==> config.mk <==
export PLATFORM = sky130hd
export DESIGN_NAME = fetch_unit_flat
export DESIGN_NICKNAME = d
export VERILOG_FILES = /design/src/rtl/fetch_pkg.sv /design/src/rtl/fetch_if.sv /design/src/rtl/fetch_fifo.sv /design/src/rtl/fetch_unit.sv /design/src/flat_wrapper.sv
export SDC_FILE = /design/constraint.sdc
export NUM_CORES = 1
export LEC_CHECK = 0
export CAP_MARGIN = 20
export CORE_MARGIN = 1.5
export CORE_UTILIZATION = 50
export CTS_BUF_LIST = sky130_fd_sc_hd__clkbuf_8
export DETAILED_ROUTE_END_ITERATION = 8
export GPL_TIMING_DRIVEN = 0
export MAX_ROUTING_LAYER = met4
export PLACE_DENSITY = 0.84
export SYNTH_ARGS = -nofsm -noshare
export SYNTH_HDL_FRONTEND = slang
export SYNTH_SLANG_ARGS = --single-unit
==> constraint.sdc <==
create_clock -name clk -period 5.5 [get_ports clk]
set_input_delay 1.1 -clock clk [delete_from_list [all_inputs] [get_ports clk]]
set_output_delay 1.1 -clock clk [all_outputs]
set_load 0.05 [all_outputs]
==> src/rtl/fetch_pkg.sv <==
// Shared types and constants for the instruction fetch stage.
package fetch_pkg;
    localparam int                ADDR_W  = 32;
    localparam logic [ADDR_W-1:0] PC_STEP = 32'd4;

    typedef enum logic [1:0] {IDLE, RUN, TRAP} fetch_state_e;
endpackage

==> src/rtl/fetch_if.sv <==
// Fetch bus: memory read port plus the valid/ready instruction handoff to decode.
interface fetch_if import fetch_pkg::*; #(parameter int WIDTH = 32) ();
    logic              mem_r_enable;
    logic [ADDR_W-1:0] mem_addr;
    logic [WIDTH-1:0]  mem_data;
    logic              inst_valid;
    logic              inst_ready;
    logic [WIDTH-1:0]  inst;
    logic [ADDR_W-1:0] inst_pc;

    modport master (output mem_r_enable, mem_addr, inst_valid, inst, inst_pc,
                    input  mem_data, inst_ready);
    modport slave  (input  mem_r_enable, mem_addr, inst_valid, inst, inst_pc,
                    output mem_data, inst_ready);
endinterface

==> src/rtl/fetch_fifo.sv <==
// Synchronous instruction buffer holding {word, pc} pairs; flush empties it in one cycle.
module fetch_fifo import fetch_pkg::*; #(
    parameter int  WIDTH = 32,
    parameter int  DEPTH = 2,
    localparam int PTR_W = $clog2(DEPTH),
    localparam int CNT_W = PTR_W + 1
) (
    input  logic              clk,
    input  logic              rst,
    input  logic              flush,
    input  logic              push,
    input  logic              pop,
    input  logic [WIDTH-1:0]  push_data,
    input  logic [ADDR_W-1:0] push_pc,
    output logic [WIDTH-1:0]  head_data,
    output logic [ADDR_W-1:0] head_pc,
    output logic [CNT_W-1:0]  count
);
    logic [DEPTH-1:0][WIDTH-1:0]  data_q;
    logic [DEPTH-1:0][ADDR_W-1:0] pc_q;
    logic [PTR_W-1:0]             wr_ptr, rd_ptr;

    // Pointers wrap naturally because DEPTH is a power of two.
    always_ff @(posedge clk) begin
        if (rst || flush) begin
            wr_ptr <= '0;
            rd_ptr <= '0;
            count  <= '0;
        end else begin
            if (push) wr_ptr <= wr_ptr + 1'b1;
            if (pop)  rd_ptr <= rd_ptr + 1'b1;
            count <= count + CNT_W'(push) - CNT_W'(pop);
        end
    end

    always_ff @(posedge clk) begin
        if (push) begin
            data_q[wr_ptr] <= push_data;
            pc_q[wr_ptr]   <= push_pc;
        end
    end

    assign head_data = data_q[rd_ptr];
    assign head_pc   = pc_q[rd_ptr];
endmodule

==> src/rtl/fetch_unit.sv <==
// Instruction fetch: PC/FSM, one read per cycle, buffered handoff to decode, redirect flush.
// Optional FETCH_MISALIGN_TRAP_EN: misaligned redirect parks the unit in TRAP with fetch_misalign/misalign_pc.
module fetch_unit import fetch_pkg::*; #(
    parameter logic [ADDR_W-1:0] RESET_PC   = 32'h0000_0000,
    parameter int                FIFO_DEPTH = 2,
    parameter int                WIDTH      = 32
) (
    input  logic              clk,
    input  logic              rst,
    input  logic              fetch_en,
    input  logic              redirect_valid,
    input  logic [ADDR_W-1:0] redirect_pc,
`ifdef FETCH_MISALIGN_TRAP_EN
    output logic              fetch_misalign,
    output logic [ADDR_W-1:0] misalign_pc,
`endif
    fetch_if.master           bus
);
    localparam int CNT_W = $clog2(FIFO_DEPTH) + 1;

    fetch_state_e      state_q, state_d;
    logic [ADDR_W-1:0] pc_q, req_pc_q;
    logic              inflight_q;
    logic              issue, push, pop, misaligned;
    logic [CNT_W-1:0]  count;
    logic [CNT_W:0]    occ;
    logic [WIDTH-1:0]  head_data;
    logic [ADDR_W-1:0] head_pc;

`ifdef FETCH_MISALIGN_TRAP_EN
    assign misaligned = redirect_valid && (redirect_pc[1:0] != 2'b00);
`else
    logic unused_redirect_lsb;
    assign misaligned          = 1'b0;
    assign unused_redirect_lsb = ^redirect_pc[1:0];
`endif

    // An outstanding read reserves a slot so its response can always be accepted.
    assign occ = {1'b0, count} + (CNT_W+1)'(inflight_q);

    always_comb begin
        state_d = state_q;
        issue   = 1'b0;
        case (state_q)
            IDLE:    if (fetch_en)  state_d = RUN;
            RUN:     if (!fetch_en) state_d = IDLE;
            TRAP:    state_d = TRAP;
            default: state_d = IDLE;
        endcase
        if (redirect_valid) begin
            if (misaligned)           state_d = TRAP;
            else if (state_q == TRAP) state_d = fetch_en ? RUN : IDLE;
        end
        if (state_q == RUN && !redirect_valid && !rst && occ < (CNT_W+1)'(FIFO_DEPTH))
            issue = 1'b1;
    end

    always_ff @(posedge clk) begin
        if (rst) begin
            state_q    <= IDLE;
            pc_q       <= RESET_PC;
            req_pc_q   <= '0;
            inflight_q <= 1'b0;
        end else begin
            state_q    <= state_d;
            inflight_q <= issue;
            if (redirect_valid) begin
                pc_q <= {redirect_pc[ADDR_W-1:2], 2'b00};
            end else if (issue) begin
                pc_q     <= pc_q + PC_STEP;
                req_pc_q <= pc_q;
            end
        end
    end

`ifdef FETCH_MISALIGN_TRAP_EN
    always_ff @(posedge clk) begin
        if (rst) begin
            fetch_misalign <= 1'b0;
            misalign_pc    <= '0;
        end else if (redirect_valid) begin
            fetch_misalign <= misaligned;
            misalign_pc    <= misaligned ? redirect_pc : '0;
        end
    end
`endif

    // Redirect kills the in-flight response and voids any handshake this cycle.
    assign push = inflight_q && !redirect_valid;
    assign pop  = bus.inst_valid && bus.inst_ready && !redirect_valid;

    fetch_fifo #(.WIDTH(WIDTH), .DEPTH(FIFO_DEPTH)) u_fifo (
        .clk       (clk),
        .rst       (rst),
        .flush     (redirect_valid),
        .push      (push),
        .pop       (pop),
        .push_data (bus.mem_data),
        .push_pc   (req_pc_q),
        .head_data (head_data),
        .head_pc   (head_pc),
        .count     (count)
    );

    assign bus.mem_r_enable = issue;
    assign bus.mem_addr     = {2'b00, pc_q[ADDR_W-1:2]};
    assign bus.inst_valid   = (count != '0);
    assign bus.inst         = bus.inst_valid ? head_data : '0;
    assign bus.inst_pc      = bus.inst_valid ? head_pc   : '0;
endmodule

==> src/flat_wrapper.sv <==
// flat-port wrapper written by rule: the top's interface ports become plain ports
module fetch_unit_flat import fetch_pkg::*;
#(
    parameter logic [ADDR_W-1:0] RESET_PC   = 32'h0000_0000,
    parameter int                FIFO_DEPTH = 2,
    parameter int                WIDTH      = 32
)
  (clk, rst, fetch_en, redirect_valid, redirect_pc, bus_mem_r_enable, bus_mem_addr, bus_inst_valid, bus_inst, bus_inst_pc, bus_mem_data, bus_inst_ready);
  fetch_if #(.WIDTH(WIDTH)) bus_i ();
  input  logic clk;
  input  logic rst;
  input  logic fetch_en;
  input  logic redirect_valid;
  input  logic [ADDR_W-1:0] redirect_pc;
  output wire logic [$bits(bus_i.mem_r_enable)-1:0] bus_mem_r_enable;
  output wire logic [$bits(bus_i.mem_addr)-1:0] bus_mem_addr;
  output wire logic [$bits(bus_i.inst_valid)-1:0] bus_inst_valid;
  output wire logic [$bits(bus_i.inst)-1:0] bus_inst;
  output wire logic [$bits(bus_i.inst_pc)-1:0] bus_inst_pc;
  input wire logic [$bits(bus_i.mem_data)-1:0] bus_mem_data;
  input wire logic [$bits(bus_i.inst_ready)-1:0] bus_inst_ready;
  assign bus_mem_r_enable = bus_i.mem_r_enable;
  assign bus_mem_addr = bus_i.mem_addr;
  assign bus_inst_valid = bus_i.inst_valid;
  assign bus_inst = bus_i.inst;
  assign bus_inst_pc = bus_i.inst_pc;
  assign bus_i.mem_data = bus_mem_data;
  assign bus_i.inst_ready = bus_inst_ready;
  fetch_unit #(.RESET_PC(RESET_PC), .FIFO_DEPTH(FIFO_DEPTH), .WIDTH(WIDTH)) u_core (.clk(clk), .rst(rst), .fetch_en(fetch_en), .redirect_valid(redirect_valid), .redirect_pc(redirect_pc), .bus(bus_i));
endmodule
==> metrics.md, run 1 <==
| Metric | Value |
|---|---|
| Number of hold buffers added after CTS | `0` |
| TritonCTS buffer count | `17` |
| Syn Area/Cell | `11.8 µm²` |
| Smallest setup slack after layout | `1130 ps` |
| Clock network fraction of total power | `0.343` |
| Post-CTS setup buffer count | `0` |
| Clock Skews | `10.6 ps` |
| Met2 Use GR | `0.365` |
| M3 GR Usage | `0.0503` |
| Crit Path Class | `in2out` |
| Fmax | `229 MHz` |
| First-pass GRT wire length | `27,600 µm` |
| Power share of the combinational group | `0.083` |
| Sequential Power Share | `0.573` |
| Setup_tns | `0 ps` |
| Reg clk slew, reported paths | `90 ps` |
| Clock Latency Late Sink | `460 ps` |
| Post-CTS Resized | `0` |
| Die H | `128 µm` |
| Worst Tran Pin Value | `1040 ps` |
| CTS tree | `built` |
| Sequential share of the synthesized area | `0.653` |
| Pleak | `0.00317 µW` |
| Unrepaired setup endpoints after global routing | `no` |
| Cells on worst reg2reg path | `10` |
| DRC viols | `0` |
| Post-route insts no fill | `1,039` |
| Num rows | `45` |
| CTS Buffer Depth | `2` |
| Synth warnings | `0` |
| Max_slew headroom | `0.307` |
| Busiest grt layer | `met2` |
| CP arrival | `3270 ps` |
| CP Launch Type | `input port` |
| Worst vdd ir | `0.179 mV` |
| Post-route minimum period | `4370 ps` |
| DRT Wirelength | `17,700 µm` |
| Mapped Area | `7750 µm²` |
| Final HPWL DP | `12,800 µm` |
| Hold depth | `0` |
| Port bufs | `158` |
| Largest net degree at the start of global routing | `35` |
| Ant diodes | `0` |
| Ports | `167` |
| Via density per instance | `5.47` |
| Clk sinks | `191` |
| Count of cell types in the netlist | `54` |
| Hold Fails Final Rpt | `0` |
| Gr usage total | `0.229` |
| Power per cell area | `271 nW/µm²` |
| Status | `complete, no violations` |
| Core Region | `15,200 µm²` |
| Dpl ws | `1150 ps` |
| Starting Density | `0.510` |
| Met1 Use GR | `0.289` |
| Clock Tree Root | `clkbuf_8` |
| WL per Instance | `17.1 µm` |
| Crit-path max FO | `10` |
| Worst Setup End Kind | `primary output` |
| Internal power | `2100 µW` |
| Full die area | `16,300 µm²` |
| Vias in the first global route | `5,464` |
| Switching power | `638 µW` |
| Global route overflow | `0` |
| Class of the worst hold path | `reg2reg` |
| Endpoints failing setup | `0` |
| Net Sw Frac | `0.233` |
| Yosys top cell area share | `0.480` |
| Nets | `910` |
| Post-Syn Instances | `655` |
| Area Overhead vs Synth | `29.9%` |
| FILL cells | `1,105` |
| Max-cap violations | `0` |
| Multi-input logic area | `2490 µm²` |
| Storage cell area | `5060 µm²` |
| Via Count | `5,687` |
| Placed Cells | `1,007` |
| Synth area leaders | `edfxtp_1, dfxtp_1, mux2i_1` |
| Ys async rst share | `0` |
| Initial antenna violation count | `0` |
| Top_reg_cell synth | `edfxtp_1` |
| Starting DRC count in detailed routing | `482` |
| Top cell type by total area after synthesis | `edfxtp_1` |
| RD Place Congestion | `0.920` |
| Die W | `128 µm` |
| H-tree depth | `4` |
| Share of layout cells above drive strength 1 | `0.0611` |
| #FFs+latches synth | `191` |
| Post-synth EDFFs | `124` |
| TritonRoute pass-1 iters | `6` |
| Pins over their slew limit | `0` |
| Tcrit/Tclk final | `0.795` |
| ANT nets after route | `0` |
| Worst EP required | `4400 ps` |
[cells by family (layout without fill, tap and decap cells)]
group           after synthesis  in the layout  share of synthesized area
other cells                   1              4                   0.000484
simple gates                241            241                      0.141
compound gates               86             86                     0.0705
fa+ha+maj                     3              3                    0.00484
xor+xnor                     14             14                     0.0158
flops                       191            191                      0.653
buf+inv                      53            246                     0.0289
mux                          66             66                     0.0853
[layout by cell type (no fill, tap or decap), drive strengths merged, types with 8 or more instances in the layout]
cell type | synthesis | layout
nor4 | 12 | 12
dfxtp | 67 | 67
clkbuf | 32 | 50
nand4 | 10 | 10
nor2 | 76 | 76
edfxtp | 124 | 124
nand2 | 94 | 94
a21oi | 47 | 47
buf | 13 | 16
inv | 7 | 12
mux2i | 65 | 65
clkdlybuf4s50 | 0 | 158
nand3 | 17 | 17
xnor2 | 8 | 8
[routing by layer]
| layer | wire length, µm | vias to the layer above | part of all wire |
|---|---|---|---|
| met1 | 7530 | 2658 | 0.42 |
| met5 | 0 | - | 0 |
| met4 | 232 | 0 | 0.013 |
| li1 | - | 2726 | - |
| met2 | 8560 | 277 | 0.48 |
| met3 | 1400 | 26 | 0.079 |
[Yosys cell counts, types with 2 or more instances]
cell type / count
o22ai_1: 2
and2_1: 5
a211oi_1: 3
ha_1: 3
xor2_1: 6
xnor2_1: 8
nor4_1: 12
a21oi_1: 47
nor2_1: 76
or4_2: 3
a22o_1: 3
edfxtp_1: 124
o21a_1: 2
mux2i_1: 65
and4_1: 4
dfxtp_1: 67
clkbuf_1: 31
a21o_1: 2
or3_1: 3
nor3_1: 6
a2bb2oi_1: 2
buf_1: 7
a211o_1: 2
nand3_1: 17
a211oi_2: 2
o21ai_0: 4
nor4b_1: 2
o311ai_0: 6
inv_1: 6
a31oi_1: 4
or4_1: 2
buf_4: 4
nand4_1: 9
and3_1: 3
nand2_1: 94
[power by group through the flow]
stage	Sequential, µW	Clock (µW)	Combinational [µW]
after detailed placement	1600	0	226
after floorplan	1640	0	78.4
after CTS	1570	950	228
after global routing	1570	1010	241
final	1570	938	228
after global placement	1600	0	222
[registers in the layout, indices dropped and copies added, names as in the netlist]
signal	flops
u_core.u_fifo.data_q	64
u_core.inflight_q	1
u_core.pc_q	30
u_core.u_fifo.count	2
u_core.state_q	2
u_core.u_fifo.wr_ptr	1
u_core.u_fifo.rd_ptr	1
u_core.req_pc_q	30
u_core.u_fifo.pc_q	60
[worst max-delay path, stage by stage]
cell and delay [ps]:
clkbuf_1 250, nor2_1 260, nand3_1 130, inv_2 220, clkbuf_1 410, clkdlybuf4s50_1 890
[layout make-up]
type | count | share of cell area
plain buffers | 45 | 0.0193
clock buffers | 18 | 0.0246
clock inverters | 14 | 0.0163
inverters | 8 | 0.00298
multi-input cells | 414 | 0.247
flip-flops and latches | 191 | 0.503
well taps | 188 | 0.0234
repair buffers | 161 | 0.164
[final timing paths]
kind | slack [ps] | start | to
worst max-delay path | 1130 | redirect_valid | bus_mem_r_enable
worst min-delay path | 460 | u_core.req_pc_q[10] | u_core.u_fifo.pc_q[42]
worst max register to register | 2890 | u_core.u_fifo.count[1] | u_core.u_fifo.count[1]
worst min register to register | 460 | u_core.req_pc_q[10] | u_core.u_fifo.pc_q[42]
[metrics by stage]
stage / utilization / power [µW] / hold slack, ps / cell area (µm²)
6_report: 0.662 / 2730 / 462 / 10100
3_3_place_gp: 0.630 / 1820 / 432 / 9580
3_5_place_dp: 0.635 / 1830 / 441 / 9660
4_1_cts: 0.662 / 2740 / 462 / 10100
5_1_grt: 0.662 / 2820 / 476 / 10100
2_1_floorplan: - / 1710 / 425 / 7770
Note: power is estimated with default switching activity, not from simulation.
==> run 2: changes to the inputs <==
Clock period 5.5 ns to 4.39 ns, I/O delays scaled along.
==> metrics.md, run 2 (synthesis results as in run 1) <==
| Metric | Value |
|---|---|
| DRC viols | `0` |
| Tcrit/Tclk final | `0.899` |
| Reg clk slew, reported paths | `100 ps` |
| Worst R2R End | `u_core.u_fifo.count[1]` |
| Number of hold buffers added after CTS | `0` |
| Commonest non-fill, non-tap cell in the layout | `clkdlybuf4s50_1` |
| Pleak | `0.00314 µW` |
| Worst Setup End Kind | `primary output` |
| Storage cell area | `5060 µm²` |
| WL per Instance | `17.2 µm` |
| Clock Latency Late Sink | `460 ps` |
| Via density per instance | `5.50` |
| Clock Tree Root | `clkbuf_8` |
| Ports | `167` |
| Via Count | `5,706` |
| Endpoints failing setup | `0` |
| CP arrival | `3070 ps` |
| Class of the worst hold path | `reg2reg` |
| Slowest cell on the critical path | `clkdlybuf4s50_1` |
| Full die area | `16,300 µm²` |
| Post-CTS setup buffer count | `0` |
| Hold Fails Final Rpt | `0` |
| Core Region | `15,200 µm²` |
| Starting Density | `0.510` |
| Port bufs | `158` |
| Worst r2r src | `u_core.u_fifo.count[1]` |
| Largest net degree at the start of global routing | `63` |
| Global route overflow | `0` |
| Worst Tran Pin Value | `960 ps` |
| Worst vdd ir | `0.175 mV` |
| Most frequent cells in the layout | `clkdlybuf4s50_1, edfxtp_1, nand2_1, nor2_1, dfxtp_1` |
| Max-cap violations | `0` |
| Share of layout cells above drive strength 1 | `0.0600` |
| CP Launch Type | `register` |
| Area Overhead vs Synth | `28.9%` |
| Slowest stage delay, CP | `820 ps` |
| Setup_tns | `0 ps` |
| Unrepaired setup endpoints after global routing | `no` |
| Clk sinks | `191` |
| Crit-path cells | `clkbuf_1 > buf_1 > mux2i_1 > nor2_1 > clkdlybuf4s50_1` |
| CP bufs+invs | `3` |
| Gr usage total | `0.228` |
| H-tree depth | `4` |
| TritonRoute pass-1 iters | `5` |
| CP Capture Point | `bus_inst[22]` |
| Post-CTS Resized | `0` |
| Post-route minimum period | `3940 ps` |
| Multi-input logic area | `2490 µm²` |
| Final HPWL DP | `12,800 µm` |
| R2r setup slk | `1740 ps` |
| Power per cell area | `325 nW/µm²` |
| CP Launch Point | `u_core.u_fifo.rd_ptr` |
| Worst EP required | `3510 ps` |
| ANT nets after route | `0` |
| Pins over their slew limit | `0` |
| Initial antenna violation count | `0` |
| Max_slew headroom | `0.358` |
| Status | `complete, no violations` |
| CTS tree | `built` |
| Die H | `128 µm` |
| Pwr Total | `3250 µW` |
| CTS Buffer Depth | `2` |
| Starting DRC count in detailed routing | `418` |
| Top flop regs | `u_core.u_fifo.data_q x64, u_core.u_fifo.pc_q x60` |
| Crit-path max FO | `10` |
| Nets | `909` |
| First-pass GRT wire length | `27,800 µm` |
| Reg with most FFs | `u_core.u_fifo.data_q` |
| Vias in the first global route | `5,427` |
| Clock Skews | `13.3 ps` |
| RD Place Congestion | `0.919` |
| Crit-path leading delay family | `buffers and inverters` |
| Die W | `128 µm` |
| Num rows | `45` |
| Number of flip-flops in the largest register | `64` |
| TritonCTS buffer count | `17` |
| Cells on worst reg2reg path | `10` |
| Ant diodes | `0` |
| Fmax | `254 MHz` |
| FILL cells | `1,159` |
| Crit Path Class | `reg2out` |
| DRT Wirelength | `17,800 µm` |
| Stages on the worst setup path | `5` |
==> run 2: cell types whose count changed in the layout (fill, tap and decap cells not counted), sizes merged <==
| cell | before | now |
|---|---|---|
| buf | 16 | 15 |
| clkinv | 4 | 7 |
| bufinv | 3 | 0 |
==> run 2: how the worst min path moves through the flow <==
| stage | startpoint | end | cells after the start |
|---|---|---|---|
| 2_1_floorplan | u_core.req_pc_q[10] | u_core.u_fifo.pc_q[10] | 0 |
| 3_3_place_gp | u_core.req_pc_q[19] | u_core.u_fifo.pc_q[19] | 0 |
| 3_5_place_dp | u_core.req_pc_q[16] | u_core.u_fifo.pc_q[48] | 0 |
| 4_1_cts | u_core.req_pc_q[6] | u_core.u_fifo.pc_q[38] | 0 |
| 5_1_grt | u_core.req_pc_q[6] | u_core.u_fifo.pc_q[38] | 0 |
| 6_report | u_core.req_pc_q[6] | u_core.u_fifo.pc_q[38] | 0 |
==> run 2: layer usage <==
| layer | vias to the layer above | part of all wire | track usage |
|---|---|---|---|
| met2 | 236 | 0.49 | 0.368 |
| met1 | 2709 | 0.43 | 0.290 |
| met5 | - | 0 | - |
| met3 | 20 | 0.068 | 0.0431 |
| li1 | 2741 | - | - |
| met4 | 0 | 0.011 | 0.0836 |
==> run 2: layout make-up <==
cell class	count	share of cell area
Buffer	45	0.0194
Clock buffer	18	0.0248
Clock inverter	14	0.00964
Inverter	8	0.00300
Multi-Input combinational cell	414	0.249
Sequential cell	191	0.507
Tap cell	188	0.0235
Timing Repair Buffer	160	0.164
==> run 2: where the power goes <==
part | switching, µW | internal, µW
clock network | 598 | 405
registers | 34.6 | 1930
logic | 166 | 119
==> run 2: per-stage QoR <==
step	setup WS, ps	util	area [µm²]	instances	hold WS, ps
floorplan	769	-	7770	658	425
global placement	-546	0.631	9590	1004	431
detailed placement	499	0.635	9650	1006	439
CTS	387	0.657	9990	1038	461
global route	297	0.657	9990	1038	467
finish	445	0.657	9990	1038	459
